`config.mk`:
```
export PLATFORM = sky130hd
export DESIGN_NAME = id_stage_flat
export DESIGN_NICKNAME = d
export VERILOG_FILES = /design/src/rtl/rv32_pkg.sv /design/src/rtl/id_stage_if.sv /design/src/rtl/imm_gen.sv /design/src/rtl/id_stage.sv /design/src/flat_wrapper.sv
export SDC_FILE = /design/constraint.sdc
export NUM_CORES = 1
export LEC_CHECK = 0
export BUFFER_PORTS_ARGS = -buffer_cell sky130_fd_sc_hd__clkbuf_2
export CORE_MARGIN = 2
export CORE_UTILIZATION = 40
export DETAILED_ROUTE_END_ITERATION = 16
export HOLD_SLACK_MARGIN = 0.05
export PLACE_DENSITY = 0.68
export SLEW_MARGIN = 0
export SYNTH_ARGS = -nofsm -noshare
export SYNTH_HDL_FRONTEND = slang
export SYNTH_SLANG_ARGS = --single-unit
```
`constraint.sdc`:
```
create_clock -name clk -period 3.7 [get_ports clk]
set_clock_uncertainty 0.2 [all_clocks]
set_input_delay 0.74 -clock clk [delete_from_list [all_inputs] [get_ports clk]]
set_output_delay 0.74 -clock clk [all_outputs]
set_load 0.01 [all_outputs]
```
`src/rtl/rv32_pkg.sv`:
```
// Shared RV32I decode constants: opcodes, immediate formats and the
// opcode-to-immediate-format mapping used by the decode stage.
package rv32_pkg;

    localparam int XLEN = 32;

    localparam logic [6:0] OPC_LUI    = 7'b0110111;
    localparam logic [6:0] OPC_AUIPC  = 7'b0010111;
    localparam logic [6:0] OPC_JAL    = 7'b1101111;
    localparam logic [6:0] OPC_JALR   = 7'b1100111;
    localparam logic [6:0] OPC_BRANCH = 7'b1100011;
    localparam logic [6:0] OPC_LOAD   = 7'b0000011;
    localparam logic [6:0] OPC_STORE  = 7'b0100011;
    localparam logic [6:0] OPC_OPIMM  = 7'b0010011;
    localparam logic [6:0] OPC_OP     = 7'b0110011;

    typedef enum logic [2:0] {
        IMM_I,
        IMM_S,
        IMM_B,
        IMM_U,
        IMM_J,
        IMM_NONE
    } imm_fmt_e;

    // R-type and unknown opcodes carry no immediate.
    function automatic imm_fmt_e imm_fmt(input logic [6:0] opc);
        case (opc)
            OPC_OPIMM, OPC_LOAD, OPC_JALR: return IMM_I;
            OPC_STORE:                     return IMM_S;
            OPC_BRANCH:                    return IMM_B;
            OPC_LUI, OPC_AUIPC:            return IMM_U;
            OPC_JAL:                       return IMM_J;
            default:                       return IMM_NONE;
        endcase
    endfunction

endpackage

```
`src/rtl/id_stage_if.sv`:
```
// Decode-stage bus: IF/ID input, register-file read port, write-back bypass,
// pipeline control and the ID/EX register outputs.
interface id_stage_if #(
    parameter int XLEN = 32,
    parameter int PC_W = 32
);
    logic            if_valid;
    logic [31:0]     if_instr;
    logic [PC_W-1:0] if_pc;
    logic            id_ready;
    logic [4:0]      rf_rs1;
    logic [4:0]      rf_rs2;
    logic [XLEN-1:0] rf_rs1_data;
    logic [XLEN-1:0] rf_rs2_data;
    logic            wb_regwrite;
    logic [4:0]      wb_rd;
    logic [XLEN-1:0] wb_data;
    logic            ex_stall;
    logic            flush;
    logic            ex_valid;
    logic [PC_W-1:0] ex_pc;
    logic [XLEN-1:0] ex_rs1_data;
    logic [XLEN-1:0] ex_rs2_data;
    logic [4:0]      ex_rs1;
    logic [4:0]      ex_rs2;
    logic [4:0]      ex_rd;
    logic [XLEN-1:0] ex_imm;
    logic [6:0]      ex_opcode;
    logic [2:0]      ex_funct3;
    logic            ex_funct7b5;
    logic            ex_regwrite;
    logic            ex_memread;
    logic            ex_memwrite;

    modport master (
        output if_valid, if_instr, if_pc, rf_rs1_data, rf_rs2_data,
               wb_regwrite, wb_rd, wb_data, ex_stall, flush,
        input  id_ready, rf_rs1, rf_rs2, ex_valid, ex_pc, ex_rs1_data,
               ex_rs2_data, ex_rs1, ex_rs2, ex_rd, ex_imm, ex_opcode,
               ex_funct3, ex_funct7b5, ex_regwrite, ex_memread, ex_memwrite
    );

    modport slave (
        input  if_valid, if_instr, if_pc, rf_rs1_data, rf_rs2_data,
               wb_regwrite, wb_rd, wb_data, ex_stall, flush,
        output id_ready, rf_rs1, rf_rs2, ex_valid, ex_pc, ex_rs1_data,
               ex_rs2_data, ex_rs1, ex_rs2, ex_rd, ex_imm, ex_opcode,
               ex_funct3, ex_funct7b5, ex_regwrite, ex_memread, ex_memwrite
    );
endinterface

```
`src/rtl/imm_gen.sv`:
```
// Combinational immediate generator: selects the I/S/B/U/J layout from the
// opcode and sign-extends it to XLEN.
module imm_gen
    import rv32_pkg::*;
(
    input  logic [31:0]     i_instr,
    output logic [XLEN-1:0] o_imm
);
    imm_fmt_e    w_fmt;
    logic [31:0] w_imm;

    assign w_fmt = imm_fmt(i_instr[6:0]);

    always_comb begin
        w_imm = '0;
        case (w_fmt)
            IMM_I: w_imm = {{20{i_instr[31]}}, i_instr[31:20]};
            IMM_S: w_imm = {{20{i_instr[31]}}, i_instr[31:25], i_instr[11:7]};
            IMM_B: w_imm = {{19{i_instr[31]}}, i_instr[31], i_instr[7],
                            i_instr[30:25], i_instr[11:8], 1'b0};
            IMM_U: w_imm = {i_instr[31:12], 12'b0};
            IMM_J: w_imm = {{11{i_instr[31]}}, i_instr[31], i_instr[19:12],
                            i_instr[20], i_instr[30:21], 1'b0};
            default: w_imm = '0;
        endcase
    end

    assign o_imm = XLEN'($signed(w_imm));

endmodule

```
`src/rtl/id_stage.sv`:
```
// RV32I decode stage: register read with write-back bypass, immediate
// generation, load-use hazard detection and the ID/EX pipeline register.
module id_stage #(
    parameter int XLEN = rv32_pkg::XLEN,
    parameter int PC_W = 32
) (
    input logic       clk,
    input logic       rst_n,
    id_stage_if.slave bus
);
    import rv32_pkg::*;

    logic [6:0]      w_opcode;
    logic [4:0]      w_rs1, w_rs2, w_rd;
    logic            w_rs1_used, w_rs2_used, w_rw_raw, w_memread, w_memwrite;
    logic            w_regwrite, w_hz, w_load, w_issue, w_en;
    logic [XLEN-1:0] w_imm, w_op1, w_op2;

    logic            r_ex_valid, r_ex_funct7b5, r_ex_regwrite, r_ex_memread, r_ex_memwrite;
    logic [PC_W-1:0] r_ex_pc;
    logic [XLEN-1:0] r_ex_rs1_data, r_ex_rs2_data, r_ex_imm;
    logic [4:0]      r_ex_rs1, r_ex_rs2, r_ex_rd;
    logic [6:0]      r_ex_opcode;
    logic [2:0]      r_ex_funct3;

    assign w_opcode   = bus.if_instr[6:0];
    assign w_rd       = bus.if_instr[11:7];
    assign w_rs1      = bus.if_instr[19:15];
    assign w_rs2      = bus.if_instr[24:20];
    assign bus.rf_rs1 = w_rs1;
    assign bus.rf_rs2 = w_rs2;

    always_comb begin
        w_rs1_used = 1'b0;
        w_rs2_used = 1'b0;
        w_rw_raw   = 1'b0;
        w_memread  = 1'b0;
        w_memwrite = 1'b0;
        case (w_opcode)
            OPC_OP:              begin w_rs1_used = 1'b1; w_rs2_used = 1'b1; w_rw_raw = 1'b1; end
            OPC_OPIMM, OPC_JALR: begin w_rs1_used = 1'b1; w_rw_raw = 1'b1; end
            OPC_LOAD:            begin w_rs1_used = 1'b1; w_rw_raw = 1'b1; w_memread = 1'b1; end
            OPC_STORE:           begin w_rs1_used = 1'b1; w_rs2_used = 1'b1; w_memwrite = 1'b1; end
            OPC_BRANCH:          begin w_rs1_used = 1'b1; w_rs2_used = 1'b1; end
            OPC_JAL, OPC_LUI, OPC_AUIPC: w_rw_raw = 1'b1;
            default: ;
        endcase
    end

    assign w_regwrite = w_rw_raw & (w_rd != 5'd0);

    imm_gen u_imm_gen (
        .i_instr (bus.if_instr),
        .o_imm   (w_imm)
    );

    // A write landing in the same cycle as the read wins over the stale array value.
    function automatic logic [XLEN-1:0] bypass(
        input logic [4:0]      idx,
        input logic [XLEN-1:0] rf_data,
        input logic            wb_we,
        input logic [4:0]      wb_rd,
        input logic [XLEN-1:0] wb_data
    );
        if (idx == 5'd0)
            return '0;
        if (wb_we && (wb_rd == idx))
            return wb_data;
        return rf_data;
    endfunction

    assign w_op1 = bypass(w_rs1, bus.rf_rs1_data, bus.wb_regwrite, bus.wb_rd, bus.wb_data);
    assign w_op2 = bypass(w_rs2, bus.rf_rs2_data, bus.wb_regwrite, bus.wb_rd, bus.wb_data);

    assign w_hz = bus.if_valid & r_ex_valid & r_ex_memread & (r_ex_rd != 5'd0) &
                  ((w_rs1_used & (r_ex_rd == w_rs1)) | (w_rs2_used & (r_ex_rd == w_rs2)));

    // Flush beats stall beats hazard; bubbles are loaded as all-zero entries.
    assign bus.id_ready = bus.flush | (~bus.ex_stall & ~w_hz);
    assign w_load       = ~bus.flush & ~bus.ex_stall & ~w_hz;
    assign w_issue      = w_load & bus.if_valid;
    assign w_en         = bus.flush | ~bus.ex_stall;

    always_ff @(posedge clk or negedge rst_n) begin
        if (!rst_n) begin
            r_ex_valid    <= 1'b0;
            r_ex_pc       <= '0;
            r_ex_rs1_data <= '0;
            r_ex_rs2_data <= '0;
            r_ex_rs1      <= '0;
            r_ex_rs2      <= '0;
            r_ex_rd       <= '0;
            r_ex_imm      <= '0;
            r_ex_opcode   <= '0;
            r_ex_funct3   <= '0;
            r_ex_funct7b5 <= 1'b0;
            r_ex_regwrite <= 1'b0;
            r_ex_memread  <= 1'b0;
            r_ex_memwrite <= 1'b0;
        end else if (w_en) begin
            r_ex_valid    <= w_issue;
            r_ex_pc       <= w_load ? bus.if_pc : '0;
            r_ex_rs1_data <= w_load ? w_op1 : '0;
            r_ex_rs2_data <= w_load ? w_op2 : '0;
            r_ex_rs1      <= w_load ? w_rs1 : '0;
            r_ex_rs2      <= w_load ? w_rs2 : '0;
            r_ex_rd       <= w_load ? w_rd : '0;
            r_ex_imm      <= w_load ? w_imm : '0;
            r_ex_opcode   <= w_load ? w_opcode : '0;
            r_ex_funct3   <= w_load ? bus.if_instr[14:12] : '0;
            r_ex_funct7b5 <= w_load & bus.if_instr[30];
            r_ex_regwrite <= w_issue & w_regwrite;
            r_ex_memread  <= w_issue & w_memread;
            r_ex_memwrite <= w_issue & w_memwrite;
        end
    end

    assign bus.ex_valid    = r_ex_valid;
    assign bus.ex_pc       = r_ex_pc;
    assign bus.ex_rs1_data = r_ex_rs1_data;
    assign bus.ex_rs2_data = r_ex_rs2_data;
    assign bus.ex_rs1      = r_ex_rs1;
    assign bus.ex_rs2      = r_ex_rs2;
    assign bus.ex_rd       = r_ex_rd;
    assign bus.ex_imm      = r_ex_imm;
    assign bus.ex_opcode   = r_ex_opcode;
    assign bus.ex_funct3   = r_ex_funct3;
    assign bus.ex_funct7b5 = r_ex_funct7b5;
    assign bus.ex_regwrite = r_ex_regwrite;
    assign bus.ex_memread  = r_ex_memread;
    assign bus.ex_memwrite = r_ex_memwrite;

endmodule

```
`src/flat_wrapper.sv`:
```
// flat-port wrapper written by rule: the top's interface ports become plain ports
module id_stage_flat import rv32_pkg::*;
#(
    parameter int XLEN = rv32_pkg::XLEN,
    parameter int PC_W = 32
)
  (clk, rst_n, bus_if_valid, bus_if_instr, bus_if_pc, bus_rf_rs1_data, bus_rf_rs2_data, bus_wb_regwrite, bus_wb_rd, bus_wb_data, bus_ex_stall, bus_flush, bus_id_ready, bus_rf_rs1, bus_rf_rs2, bus_ex_valid, bus_ex_pc, bus_ex_rs1_data, bus_ex_rs2_data, bus_ex_rs1, bus_ex_rs2, bus_ex_rd, bus_ex_imm, bus_ex_opcode, bus_ex_funct3, bus_ex_funct7b5, bus_ex_regwrite, bus_ex_memread, bus_ex_memwrite);
  id_stage_if #(.XLEN(XLEN), .PC_W(PC_W)) bus_i ();
  input logic clk;
  input logic rst_n;
  input wire logic [$bits(bus_i.if_valid)-1:0] bus_if_valid;
  input wire logic [$bits(bus_i.if_instr)-1:0] bus_if_instr;
  input wire logic [$bits(bus_i.if_pc)-1:0] bus_if_pc;
  input wire logic [$bits(bus_i.rf_rs1_data)-1:0] bus_rf_rs1_data;
  input wire logic [$bits(bus_i.rf_rs2_data)-1:0] bus_rf_rs2_data;
  input wire logic [$bits(bus_i.wb_regwrite)-1:0] bus_wb_regwrite;
  input wire logic [$bits(bus_i.wb_rd)-1:0] bus_wb_rd;
  input wire logic [$bits(bus_i.wb_data)-1:0] bus_wb_data;
  input wire logic [$bits(bus_i.ex_stall)-1:0] bus_ex_stall;
  input wire logic [$bits(bus_i.flush)-1:0] bus_flush;
  output wire logic [$bits(bus_i.id_ready)-1:0] bus_id_ready;
  output wire logic [$bits(bus_i.rf_rs1)-1:0] bus_rf_rs1;
  output wire logic [$bits(bus_i.rf_rs2)-1:0] bus_rf_rs2;
  output wire logic [$bits(bus_i.ex_valid)-1:0] bus_ex_valid;
  output wire logic [$bits(bus_i.ex_pc)-1:0] bus_ex_pc;
  output wire logic [$bits(bus_i.ex_rs1_data)-1:0] bus_ex_rs1_data;
  output wire logic [$bits(bus_i.ex_rs2_data)-1:0] bus_ex_rs2_data;
  output wire logic [$bits(bus_i.ex_rs1)-1:0] bus_ex_rs1;
  output wire logic [$bits(bus_i.ex_rs2)-1:0] bus_ex_rs2;
  output wire logic [$bits(bus_i.ex_rd)-1:0] bus_ex_rd;
  output wire logic [$bits(bus_i.ex_imm)-1:0] bus_ex_imm;
  output wire logic [$bits(bus_i.ex_opcode)-1:0] bus_ex_opcode;
  output wire logic [$bits(bus_i.ex_funct3)-1:0] bus_ex_funct3;
  output wire logic [$bits(bus_i.ex_funct7b5)-1:0] bus_ex_funct7b5;
  output wire logic [$bits(bus_i.ex_regwrite)-1:0] bus_ex_regwrite;
  output wire logic [$bits(bus_i.ex_memread)-1:0] bus_ex_memread;
  output wire logic [$bits(bus_i.ex_memwrite)-1:0] bus_ex_memwrite;
  assign bus_i.if_valid = bus_if_valid;
  assign bus_i.if_instr = bus_if_instr;
  assign bus_i.if_pc = bus_if_pc;
  assign bus_i.rf_rs1_data = bus_rf_rs1_data;
  assign bus_i.rf_rs2_data = bus_rf_rs2_data;
  assign bus_i.wb_regwrite = bus_wb_regwrite;
  assign bus_i.wb_rd = bus_wb_rd;
  assign bus_i.wb_data = bus_wb_data;
  assign bus_i.ex_stall = bus_ex_stall;
  assign bus_i.flush = bus_flush;
  assign bus_id_ready = bus_i.id_ready;
  assign bus_rf_rs1 = bus_i.rf_rs1;
  assign bus_rf_rs2 = bus_i.rf_rs2;
  assign bus_ex_valid = bus_i.ex_valid;
  assign bus_ex_pc = bus_i.ex_pc;
  assign bus_ex_rs1_data = bus_i.ex_rs1_data;
  assign bus_ex_rs2_data = bus_i.ex_rs2_data;
  assign bus_ex_rs1 = bus_i.ex_rs1;
  assign bus_ex_rs2 = bus_i.ex_rs2;
  assign bus_ex_rd = bus_i.ex_rd;
  assign bus_ex_imm = bus_i.ex_imm;
  assign bus_ex_opcode = bus_i.ex_opcode;
  assign bus_ex_funct3 = bus_i.ex_funct3;
  assign bus_ex_funct7b5 = bus_i.ex_funct7b5;
  assign bus_ex_regwrite = bus_i.ex_regwrite;
  assign bus_ex_memread = bus_i.ex_memread;
  assign bus_ex_memwrite = bus_i.ex_memwrite;
  id_stage #(.XLEN(XLEN), .PC_W(PC_W)) u_core (.clk(clk), .rst_n(rst_n), .bus(bus_i));
endmodule
```
==> flow_summary.yaml, run 1 <==
setup_path:
  path_max_fanout: 12
  worst_setup_path_start_kind: "input pin"
  timing_worst_setup_path_type: "input pin to output pin"
  timing.critical_path.to_type: "output pin"
  worst_ep_arrival_time_ns: 2.13
  required_ns: 2.76
synth:
  synth_top_flop_cell: "dfrtp_1"
  cell_type_contributing_the_most_total_cell_area_after_synthesis: "dfrtp_1"
  synthTopCellsByCount: "158 x dfrtp_1, 130 x a32o_1, 55 x mux2_2"
  yosysMostFrequentCell: "dfrtp_1"
  synth_edf_count: 0
  syn-cell-area_um2: 7477
  synth-warning-count: 0
  synth.lib_cells_used.distinct: 42
  synthArstFlopShare_pct: 100.0
  postSynthRegisterBits: 158
  syn-instance-count: 610
  yosysTopAreaCellShare_pct: 52.88
  post_synth.cell_area_avg_um2: 12.26
  synth.area.top_cells: "dfrtp_1 53%, a32o_1 17%, mux2_2 8.3%"
  postSynthNetCount: 781
  synth_sequential_area_ratio_pct: 52.88
global_routing:
  via_count_of_the_first_global_routing_pass: 6533
  grt_pass1_wl_mm: 36.68
  grt_util_met2_pct: 37.02
  grt_antenna_before_repair: 2
  globalRoute.totalOverflow: 0
  globalRouteMet1Util_pct: 31.58
  grt-busiest-layer: "met2"
  grt_start_max_net_pins: 100
  globalRouteTotalUtil_pct: 23.78
  grt_util_met3_pct: 6.420
clocking:
  numCtsBuffers: 17
  tritoncts: "done"
  cts_num_sinks: 158
  cts_setup_buffers: 0
  postCtsResizedCells: 0
  htree_levels: 4
  holdBufCountCts: 1
  clkLatencyLatePin_ns: 0.42
  root_buffer: "clkbuf_16"
  clk_transition_reported_paths_ns: 0.07
  cts_buffer_depth: 2
power:
  power.net_switching_mw: 1.118
  cellPowerDensity_nw_per_um2: 420.8
  combinational_cell_fraction_of_total_power_pct: 13.7
  clockPowerShare_pct: 41.5
  power_switching_share_pct: 26.99
  power.sequential.fraction_pct: 44.8
  intPower_mw: 3.024
  leakagePower_nw: 4.834
  max-vdd-ir-drop_mv: 0.2942
detailed_routing:
  drt_iter0_drc: 545
  postRouteWirelength_mm: 23.92
  vias: 6648
  route.detailed.wl_per_inst_um: 20.69
  drcViolationCount: 0
  drtAntennaViolNets: 0
  detail_route.first_pass.iterations: 5
  via_per_inst: 5.751
sta:
  ratio_of_final_minimum_period_to_clock_period_pct: 82.91
  setup_tns_ns: 0
  report.final.hold_viol_count: 0
  rsz0062_at_grt: "no"
  layout_setup_ws_ns: 0.6322
  slew_viols_final: 0
  fmax_mhz: 326.0
  setup_viol: 0
  fin_crit_ns: 3.068
  max-slew-margin-rel_pct: 42.49
  max_slew.worst_pin.slew_ns: 0.8626
run_status:
  run_status: "finished, final reports clean"
place:
  port_buffers: 339
  gp_routability_congestion: 1.006
  detailedPlacementHpwl_mm: 16.78
  number_of_placed_instances_taps_included: 1121
  place_area_um2: 9253
  placement.setup.worst_slack_ns: 0.6543
die:
  chipWidth_um: 140.7
  core_area_um2: 18520
  floorplan.die_area_um2: 19800
  initial_core_util_pct: 40.38
  fp.dieH_um: 140.7
  pin_count: 340
  rows: 50
cells_and_area:
  layout-drive-gt1-share_pct: 49.02
  final_net_count: 1078
  non_filler_cells_final: 1156
  syn_to_final_growth_pct: 31.63
  utilization_pct: 53.15
  stdcell_area_um2: 9842
flow_run:
  max_cap_violations: 0
hold_path:
  hold_class: "flip-flop to flip-flop"
cell type report:
class	instances	area [um^2]
clock buffers	19	442.9
diodes	2	5.005
well taps	234	292.8
fillers	1673	8676
clock inverters	13	131.4
repair buffers	356	1871
inverters	3	11.26
multi-input cells	371	3134
flip-flops and latches	158	3954
worst max-delay path, stage by stage:
cell      delay, ns
clkbuf_2       0.17
nor2_1         0.26
nand2_1        0.14
nor4_2         0.41
o21a_1         0.21
o21bai_1       0.07
clkbuf_2       0.13
final timing paths:
kind / from / end / slack [ns] / cells after the start
max: bus_if_instr[2] / bus_id_ready / 0.63 / 7
min: u_core.bus.ex_imm[31]$_DFFE_PN0P_ / u_core.bus.ex_imm[31]$_DFFE_PN0P_ / 0.28 / 2
max reg2reg: u_core.bus.ex_rd[0]$_DFFE_PN0P_ / u_core.bus.ex_rs1_data[24]$_DFFE_PN0P_ / 1.15 / 6
min reg2reg: u_core.bus.ex_imm[31]$_DFFE_PN0P_ / u_core.bus.ex_imm[31]$_DFFE_PN0P_ / 0.28 / 2
max in group asynchronous: rst_n / u_core.bus.ex_rs1_data[18]$_DFFE_PN0P_ / 1.80 / 3
min in group asynchronous: rst_n / u_core.bus.ex_pc[3]$_DFFE_PN0P_ / 0.60 / 2
cell families after synthesis:
| group | count (synthesis) | share of synthesized area (%) |
|---|---|---|
| compound gates | 201 | 23.46 |
| simple gates | 84 | 5.673 |
| flops | 158 | 52.88 |
| mux | 66 | 9.906 |
| buf+inv | 81 | 5.740 |
| xor+xnor | 20 | 2.343 |
per-stage QoR:
step / total power [mW] / hold WS, ns
after floorplan: 2.154 / 0.2444
after global placement: 2.450 / 0.2620
after detailed placement: 2.459 / 0.2694
after CTS: 4.180 / 0.2839
after global routing: 4.311 / 0.3019
final: 4.142 / 0.2798
placed cells by master (no fill, tap or decap), types with 5 or more instances in the layout:
cell type / instances
nor2_1: 11
clkbuf_16: 17
o31ai_1: 19
a22oi_1: 5
o21ai_0: 12
a21o_1: 5
mux2_2: 55
buf_4: 13
a21oi_1: 20
nand4_1: 7
mux2_1: 9
nand2_1: 35
a32o_1: 130
dfrtp_1: 158
xnor2_1: 8
clkbuf_2: 338
xor2_1: 12
flip-flops by register name, indices dropped and copies added, names as in the netlist, 3 cells and up:
register and cells:
u_core.bus.ex_rs2_data 32, u_core.bus.ex_rd 5, u_core.bus.ex_funct3 3, u_core.bus.ex_rs2 5, u_core.bus.ex_rs1 5, u_core.bus.ex_imm 32, u_core.bus.ex_pc 32, u_core.bus.ex_rs1_data 32
u_core.bus.ex_opcode 7
power groups by stage:
stage / sequential, mW / clock [mW] / combinational [mW]
global placement: 1.89 / 0 / 0.565
finish: 1.86 / 1.72 / 0.566
global route: 1.86 / 1.83 / 0.616
floorplan: 1.92 / 0 / 0.231
detailed placement: 1.89 / 0 / 0.570
CTS: 1.86 / 1.75 / 0.572
per-layer routing:
| layer | share of wire (%) | vias up |
|---|---|---|
| met4 | 2.8 | 0 |
| met5 | 0 | - |
| met3 | 8.1 | 44 |
| li1 | - | 2993 |
| met1 | 41 | 3300 |
| met2 | 48 | 311 |
No activity file was read; power rests on OpenSTA's default activity.
==> run 2, diff against run 1 <==
--- a/config.mk
+++ b/config.mk
@@ -5,6 +5,7 @@
 export SDC_FILE = /design/constraint.sdc
 export NUM_CORES = 1
 export LEC_CHECK = 0
+export ABC_AREA = 1
 export BUFFER_PORTS_ARGS = -buffer_cell sky130_fd_sc_hd__clkbuf_2
 export CORE_MARGIN = 2
 export CORE_UTILIZATION = 40
==> constraint.sdc (replaced) <==
create_clock -name clk -period 2.6 [get_ports clk]
set_clock_uncertainty 0.2 [all_clocks]
set_input_delay 0.52 -clock clk [delete_from_list [all_inputs] [get_ports clk]]
set_output_delay 0.52 -clock clk [all_outputs]
set_load 0.01 [all_outputs]
==> flow_summary.yaml, run 2 <==
synth:
  synth.lib_cells_used.distinct: 29
  synth_sequential_area_ratio_pct: 44.77
  synth-warning-count: 0
  synth.area.top_cells: "dfrtp_1 45%, nand2_1 21%, nor2_1 7.4%"
  syn-instance-count: 1253
  synthTopCellsByCount: "495 x nand2_1, 174 x nor2_1, 158 x dfrtp_1"
  cell_type_contributing_the_most_total_cell_area_after_synthesis: "dfrtp_1"
  synth_top_flop_cell: "dfrtp_1"
  yosysMostFrequentCell: "nand2_1"
  synth_edf_count: 0
  syn-cell-area_um2: 8831
  yosysTopAreaCellShare_pct: 44.77
  postSynthRegisterBits: 158
  post_synth.cell_area_avg_um2: 7.048
  synthArstFlopShare_pct: 100.0
  postSynthNetCount: 1424
hold_path:
  hold_class: "input pin to flip-flop"
  whs_path_depth: 3
  timing.hold.worst_endpoint: "u_core.bus.ex_pc[4]$_DFFE_PN0P_"
  min-delay-start: "bus_if_pc[4]"
setup_path:
  crit_path_max_incr_delay_ns: 0.44
  critical_path.cell_chain: "nand2_1, nand2_2, nor2_2, nand2_1, nor2_1, nand2_1, nand2_2, nand2_4, a21o_1, buf_2"
  path_delay_family: "simple AND/OR/NAND/NOR gates"
  reg2reg_slack_ns: 0.42
  worst_ep_arrival_time_ns: 1.79
  timing_worst_setup_path_type: "flip-flop to output pin"
  required_ns: 1.88
  timing.critical_path.to_type: "output pin"
  r2r_end: "u_core.bus.ex_imm[3]$_DFFE_PN0P_"
  most_used_cell_cp: "nand2_1"
  reg2reg_depth: 12
  worst_setup_path_start_kind: "flip-flop"
  reg2reg_from: "u_core.bus.ex_rd[4]$_DFFE_PN0P_"
  worstPathBufferInverterCount: 1
  path_max_fanout: 5
  timing.critical_path.slowest_stage_cell: "dfrtp_1"
sta:
  max_slew.worst_pin.slew_ns: 0.5965
  max-slew-margin-rel_pct: 60.14
  ratio_of_final_minimum_period_to_clock_period_pct: 96.50
  setup_viol: 0
  final.hold.worst_slack_ns: 0.1081
  report.final.hold_viol_count: 0
  fin_crit_ns: 2.509
  slew_viols_final: 0
  fmax_mhz: 398.6
  layout_setup_ws_ns: 0.09105
  rsz0062_at_grt: "yes"
power:
  max-vdd-ir-drop_mv: 0.4357
  post-layout-total-power_mw: 6.195
  leakagePower_nw: 7.232
  power.net_switching_mw: 1.868
  power_switching_share_pct: 30.15
  cellPowerDensity_nw_per_um2: 540.7
  power.sequential.fraction_pct: 42.7
  clockPowerShare_pct: 42.4
  combinational_cell_fraction_of_total_power_pct: 14.9
  intPower_mw: 4.327
cells_and_area:
  non_filler_cells_final: 1862
  multi_input_comb_area_um2: 3955
  final_cell_mix: "491 x nand2_1, 337 x clkbuf_2, 172 x nor2_1"
  final-seq-area_um2: 3956
  insertedDiodeCount: 0
  nFillCells: 2200
  final_net_count: 1740
  layout-drive-gt1-share_pct: 29.96
  most_frequent_standard_cell_in_the_layout_excluding_fill_and_tap_cells: "nand2_1"
  stdcell_area_um2: 11460
  syn_to_final_growth_pct: 29.74
place:
  gp_routability_congestion: 0.9330
  placement.setup.worst_slack_ns: 0.1861
  detailedPlacementHpwl_mm: 20.98
  port_buffers: 339
  number_of_placed_instances_taps_included: 1825
  place_area_um2: 10780
global_routing:
  globalRoute.totalOverflow: 0
  globalRouteTotalUtil_pct: 24.61
  grt_antenna_before_repair: 0
  grt_pass1_wl_mm: 46.20
  grt_start_max_net_pins: 103
  via_count_of_the_first_global_routing_pass: 8634
clocking:
  cts_num_sinks: 158
  clk_transition_reported_paths_ns: 0.08
  clkLatencyLatePin_ns: 0.43
  cts_buffer_depth: 2
  htree_levels: 4
  tritoncts: "done"
  root_buffer: "clkbuf_16"
  numCtsBuffers: 17
detailed_routing:
  drt_iter0_drc: 720
  detail_route.first_pass.iterations: 5
  vias: 9166
  via_per_inst: 4.923
  postRouteWirelength_mm: 28.89
  route.detailed.wl_per_inst_um: 15.52
  drtAntennaViolNets: 0
  drcViolationCount: 0
die:
  rows: 54
  core_area_um2: 21760
  fp.dieH_um: 152.6
  chipWidth_um: 152.6
  pin_count: 340
  floorplan.die_area_um2: 23280
  initial_core_util_pct: 40.59
run_status:
  run_status: "finished, final reports clean"
flow_run:
  max_cap_violations: 0
-- run 2: kinds of logic after synthesis --
family,after synthesis,synth area share (%)
DFF,158,44.77
xor gates and xnor gates,2,0.1984
AOI/OAI and AO/OA,61,4.392
buffers and inverters,188,10.73
and+or+nand+nor,844,39.91
-- run 2: how the worst max path moves through the flow --
stage                                    startpoint      endpoint  slack [ns]  depth (start not counted)
global route        u_core.bus.ex_rd[3]$_DFFE_PN0P_  bus_id_ready       -0.02                         10
finish              u_core.bus.ex_rd[0]$_DFFE_PN0P_  bus_id_ready        0.09                         10
global placement                    bus_if_instr[3]  bus_id_ready        0.20                          9
detailed placement                  bus_if_instr[3]  bus_id_ready        0.19                          9
floorplan                           bus_if_instr[4]  bus_id_ready        0.45                         10
CTS                 u_core.bus.ex_rd[3]$_DFFE_PN0P_  bus_id_ready        0.02                         11
-- run 2: cell type report --
cell class | instances | area share (%)
clock buffer | 17 | 3.713
sequential | 158 | 34.53
tap | 280 | 3.058
multi-input combinational | 907 | 34.52
timing repair buffer | 381 | 19.06
clock inverter | 15 | 1.715
inverter | 104 | 3.407
-- run 2: repair_timing --
| item | CTS | global route |
|---|---|---|
| endpoints found under the setup margin | 1 | 1 |
| hold buffers | 1 | 0 |
| endpoints found under the hold margin | 47 | 0 |
| buffers inserted | 0 | 4 |
| pin swaps | 0 | 6 |
| gates resized for setup | 2 | 8 |
-- run 2: power by group through the flow --
stage,combinational (mW),clock [mW],sequential (mW)
3_3_place_gp,0.916,0,2.69
5_1_grt,1.03,2.80,2.66
6_report,0.923,2.62,2.65
2_1_floorplan,0.391,0,2.74
4_1_cts,0.928,2.69,2.65
3_5_place_dp,0.924,0,2.69
-- run 2: per-layer routing --
layer	GRT usage, %	part of all wire (%)
met1	31.83	42
met2	40.02	47
met3	5.802	7.5
met4	9.700	3.6
met5	0	0
-- run 2: worst min-delay path: cells and delay by family --
kind,cells,cell delay (ns)
and+or+nand+nor,2,0.11
buffers and inverters,1,0.07
-- run 2: metrics by stage --
stage / TNS (ns) / utilization, %
2_1_floorplan: 0 / -
3_3_place_gp: 0 / 49.55
3_5_place_dp: 0 / 49.55
4_1_cts: 0 / 52.47
5_1_grt: -0.01830 / 52.66
6_report: 0 / 52.66
